==> config.mk <==
export PLATFORM = sky130hd
export DESIGN_NAME = motor_pwm_tach_nch
export DESIGN_NICKNAME = d
export VERILOG_FILES = /design/src/rtl/motor_pwm_tach_nch.sv
export SDC_FILE = /design/constraint.sdc
export NUM_CORES = 1
export LEC_CHECK = 0
export CORE_MARGIN = 2
export CORE_UTILIZATION = 61
export DETAILED_ROUTE_END_ITERATION = 7
export MAX_ROUTING_LAYER = met4
export PLACE_DENSITY = 0.84
export SYNTH_ARGS = -nofsm -noshare
export SYNTH_HDL_FRONTEND = slang
export SYNTH_SLANG_ARGS = --single-unit
==> constraint.sdc <==
create_clock -name clk -period 5.6 [get_ports clk]
set_clock_uncertainty 0.15 [all_clocks]
set_input_delay 1.68 -clock clk [delete_from_list [all_inputs] [get_ports clk]]
set_output_delay 1.68 -clock clk [all_outputs]
set_load 0.1 [all_outputs]
==> src/rtl/motor_pwm_tach_nch.sv <==
// motor_pwm_tach_nch: N-channel PWM enable with dead-time direction switching and windowed tach counts
module motor_pwm_tach_nch #(
    parameter int NCH      = 2,
    parameter int DUTY_W   = 8,
    parameter int PRESCALE = 4,
    parameter int DEAD_CYC = 1000,
    parameter int WIN_CYC  = 10000000,
    parameter int CNT_W    = 16
) (
    input  logic                  clk,
    input  logic                  resetn,
    input  logic [NCH*DUTY_W-1:0] duty,
    input  logic [NCH-1:0]        dir_req,
    input  logic [NCH-1:0]        sa,
    output logic [NCH-1:0]        en,
    output logic [NCH-1:0]        dir,
    output logic [NCH*CNT_W-1:0]  rpm_cnt,
    output logic                  cnt_valid,
    output logic [NCH-1:0]        brake_busy
);
    localparam int PS_W  = PRESCALE > 1 ? $clog2(PRESCALE) : 1;
    localparam int DD_W  = DEAD_CYC > 1 ? $clog2(DEAD_CYC) : 1;
    localparam int WIN_W = $clog2(WIN_CYC);

    typedef enum logic [1:0] {RUN, BRAKE, SWITCH} st_e;

    logic [PS_W-1:0]   ps_cnt;
    logic [DUTY_W-1:0] pwm_cnt;
    logic [WIN_W-1:0]  win_cnt;
    logic              tick, per_end, win_end;

    assign tick    = ps_cnt == PS_W'(PRESCALE - 1);
    assign per_end = tick && (pwm_cnt == '1);
    assign win_end = win_cnt == WIN_W'(WIN_CYC - 1);

    always_ff @(posedge clk or negedge resetn) begin
        if (!resetn) begin
            ps_cnt    <= '0;
            pwm_cnt   <= '0;
            win_cnt   <= '0;
            cnt_valid <= 1'b0;
        end else begin
            ps_cnt    <= tick ? '0 : ps_cnt + 1'b1;
            pwm_cnt   <= pwm_cnt + DUTY_W'(tick);
            win_cnt   <= win_end ? '0 : win_cnt + 1'b1;
            cnt_valid <= win_end;
        end
    end

    for (genvar k = 0; k < NCH; k++) begin : g_ch
        st_e               state, state_nxt;
        logic [DD_W-1:0]   dead;
        logic [DUTY_W-1:0] duty_lat;
        logic              en_q, dir_q, busy_q, en_nxt, dir_nxt;
        logic [2:0]        sync;
        logic              rise;
        logic [CNT_W-1:0]  edge_cnt, edge_inc, rpm_q;

        assign rise     = sync[1] & ~sync[2];
        assign edge_inc = (edge_cnt == '1) ? edge_cnt : edge_cnt + CNT_W'(rise);

        always_ff @(posedge clk or negedge resetn) begin
            if (!resetn) begin
                state <= RUN;
                dead  <= '0;
            end else begin
                state <= state_nxt;
                dead  <= (state == BRAKE) ? dead + 1'b1 : '0;
            end
        end

        // A request toggling during BRAKE never restarts the dead time; SWITCH just applies whatever is requested then.
        always_comb begin
            state_nxt = (state == RUN)   ? ((dir_req[k] != dir_q) ? BRAKE : RUN) :
                        (state == BRAKE) ? ((dead == DD_W'(DEAD_CYC - 1)) ? SWITCH : BRAKE) : RUN;
        end

        always_comb begin
            en_nxt  = (pwm_cnt < duty_lat) && (state == RUN);
            dir_nxt = (state == SWITCH) ? dir_req[k] : dir_q;
        end

        always_ff @(posedge clk or negedge resetn) begin
            if (!resetn) begin
                {en_q, dir_q, busy_q} <= '0;
                duty_lat              <= '0;
                sync                  <= '0;
                edge_cnt              <= '0;
                rpm_q                 <= '0;
            end else begin
                en_q     <= en_nxt;
                dir_q    <= dir_nxt;
                busy_q   <= state != RUN;
                duty_lat <= per_end ? duty[k*DUTY_W +: DUTY_W] : duty_lat;
                sync     <= {sync[1:0], sa[k]};
                edge_cnt <= win_end ? '0 : edge_inc;
                rpm_q    <= win_end ? edge_inc : rpm_q;
            end
        end

        assign en[k]                     = en_q;
        assign dir[k]                    = dir_q;
        assign brake_busy[k]             = busy_q;
        assign rpm_cnt[k*CNT_W +: CNT_W] = rpm_q;
    end
endmodule

==> metrics.yaml <==
status: "finished clean"
period_needed_ns: 3.90
drv_slew: 0
m1WireLength_um: 5430
fp.dieW_um: 109
setup_tns_ns: 0
vias: 5048
htree_num_levels: 4
num_antenna_cells: 0
clock.fmax_ghz: 0.256
end_kind: "output pin"
grt_max_degree: 99
synth_edf_count: 0
post_cts.repair.setup_buffers: 0
setup_violations: 0
synth_cell_types: 47
drive_gt1_share_pct: 8.14
cp_num_cells: 1
cp.arrival_ns: 2.07
numCtsBuffers: 17
wl_met2_um: 7060
routedWlPerCell_um: 15.6
initialDrtViolationCount: 378
cts_root_buf: "clkbuf_8"
slowest_stage: "clkdlybuf4s50_1"
cts_tree: "done"
p_leak_nw: 3.61
syn_area_um2: 6780
grt_pass1_wl_um: 23400
ir_worst_vdd_v: 0.000243
n_fill_cell: 744
critPathTopFamily: "buffers and inverters"
final_nets: 758
final_common_cell: "dfrtp_1"
layout.cells.non_filler: 865
reg2reg_to: "g_ch[0].rpm_q[14]"
startpoint_type: "flip-flop"
crit_path_start: "g_ch[1].dir_q"
clkTransAtPathRegs_ns: 0.06
hold_class: "flip-flop to flip-flop"
hpwl_um: 8990
ant_nets: 0
start_util_pct: 62.5
crit_fanout: 3
final_core_util_pct: 73.8
p_comb_share_pct: 6.0
powerDensity_nw_per_um2: 301
clock_latency_ns: 0.54
p_sw_share_pct: 24.5
reg2reg_slack_ns: 3.04
rows: 38
path_cells: "clkdlybuf4s50_1"
maxSlewHeadroom_pct: 34.0
p_clk_share_pct: 44.5
drt_wl_total_um: 13500
syn_nets: 697
core_um2: 10800
postCtsHoldBufs: 0
syn_inst: 651
rsz0062_at_grt: "false"
power_frac_seq_pct: 49.5
port_buffers: 60
intPower_mw: 1.82
gp_congestion: 0.919
path_class: "flip-flop to output pin"
critPathBufInv: 1
ys_warn_count: 0
clk_path_buf_depth: 2
dp.cells: 833
final_cell_mix: "dfrtp_1, nor2_1, clkdlybuf4s50_1"
post_cts_resized: 0
viasPerCell: 5.84
yosysSeqAreaShare_pct: 55.8
period_share_pct: 69.6
r2r_start: "win_cnt[0]"
crit_required_ns: 3.77
p_switching_mw: 0.589
drc_errors: 0
ys_ff_latch: 151
finalHoldViolations: 0
clkSinkCount: 151
synth_area_per_cell_um2: 10.4
r2r_cells: 7
max_stage_delay_ns: 1.15
syn2layout_area_growth_pct: 18.0
endpoint: "dir[1]"
antenna_found_initial: 0
io_pins: 61
maxCapViolCount: 0
dieArea_um2: 12000
fp.dieH_um: 109
dominantRegCellSynth: "dfrtp_1"
top_layer_used: "met4"
grt_overflow: 0
finalPower_mw: 2.40
grt_pass1_vias: 5234
dr_wl_met3_um: 672
synthArstFlopShare_pct: 100
drtPass1Iterations: 5
track_usage_pct: 26.1
worstMarginPinSlew_ns: 0.986
-- stage by stage --
stage | setup slack (ns) | hold slack (ns) | area (µm²)
after floorplan | 2.87 | 0.181 | 6780
after global placement | 2.27 | 0.184 | 7450
after detailed placement | 2.25 | 0.189 | 7450
after CTS | 1.67 | 0.200 | 8000
after global routing | 1.64 | 0.212 | 8000
final | 1.70 | 0.198 | 8000
-- power by group through the flow --
stage / Sequential (mW) / Combinational [mW] / Clock, mW
after floorplan: 1.19 / 0.0827 / 0
after global placement: 1.20 / 0.137 / 0
after detailed placement: 1.21 / 0.143 / 0
after CTS: 1.19 / 0.147 / 1.09
after global routing: 1.19 / 0.166 / 1.13
final: 1.19 / 0.144 / 1.07
-- synthesized netlist by cell type (4+ instances only) --
cell type / n / area [µm²]
a21oi_1: 23 / 115
and3_1: 17 / 106
and4_1: 7 / 61.3
buf_2: 8 / 40.0
buf_4: 6 / 45.0
buf_6: 4 / 45.0
clkbuf_1: 4 / 15.0
dfrtp_1: 151 / 3780
ha_1: 24 / 300
inv_1: 22 / 82.6
mux2_2: 4 / 45.0
mux2i_1: 4 / 40.0
nand2_1: 58 / 218
nand3_1: 32 / 160
nand3b_1: 5 / 37.5
nand4_1: 12 / 75.1
nor2_1: 95 / 357
nor2b_1: 4 / 25.0
nor3_1: 14 / 70.1
nor4_1: 9 / 56.3
o21ai_0: 29 / 145
o21ai_1: 8 / 40.0
o21ai_2: 10 / 87.6
o22ai_1: 4 / 25.0
or2_2: 5 / 31.3
or3_1: 7 / 43.8
xnor2_1: 37 / 324
xor2_1: 17 / 149
-- kinds of logic (layout without fill, tap and decap cells) --
group,count (synthesis),count (layout),share of synthesized area (%)
mux,8,8,1.26
buf+inv,44,118,3.36
flops,151,151,55.8
fa+ha+maj,24,24,4.43
simple gates,280,280,20.3
xor+xnor,54,54,6.98
compound gates,90,90,7.97
-- state kept, by name, summed over array words and instances, names as in the netlist --
register,cells
g_ch.edge_cnt,32
g_ch.rpm_q,32
win_cnt,24
g_ch.dead,20
g_ch.duty_lat,16
pwm_cnt,8
g_ch.sync,6
g_ch.state,4
g_ch.busy_q,2
g_ch.dir_q,2
g_ch.en_q,2
ps_cnt,2
cnt_valid,1
-- layout make-up --
type                    instances  area (µm²)  share of cell area (%)
flip-flops and latches        151        3780                    47.2
repair buffers                 64         632                    7.90
inverters                      22        82.6                    1.03
well taps                     140         175                    2.19
multi-input cells             456        2780                    34.7
clock buffers                  18         418                    5.22
clock inverters                14         135                    1.69
-- worst min-delay path by stage --
stage                     from              end  cells past startpoint
4_1_cts        g_ch[0].sync[0]  g_ch[0].sync[1]                      0
6_report       g_ch[0].sync[0]  g_ch[0].sync[1]                      0
5_1_grt        g_ch[0].sync[0]  g_ch[0].sync[1]                      0
3_3_place_gp   g_ch[1].sync[0]  g_ch[1].sync[1]                      0
3_5_place_dp   g_ch[0].sync[0]  g_ch[0].sync[1]                      0
2_1_floorplan  g_ch[0].sync[0]  g_ch[0].sync[1]                      0
-- worst register-to-register path, stage by stage (launching register included) --
cell     delay [ns]
dfrtp_1        0.40
ha_1           0.23
nand4_2        0.18
or2_1          0.31
nor3_4         0.32
buf_4          0.60
nor2_1         0.14
a21oi_1        0.15
-- layer usage --
layer | GRT usage, % | vias up
met5 | - | -
met4 | 11.6 | 0
met3 | 6.82 | 39
met2 | 44.0 | 158
met1 | 29.2 | 2480
li1 | - | 2371
(Power assumes the default switching activity.)
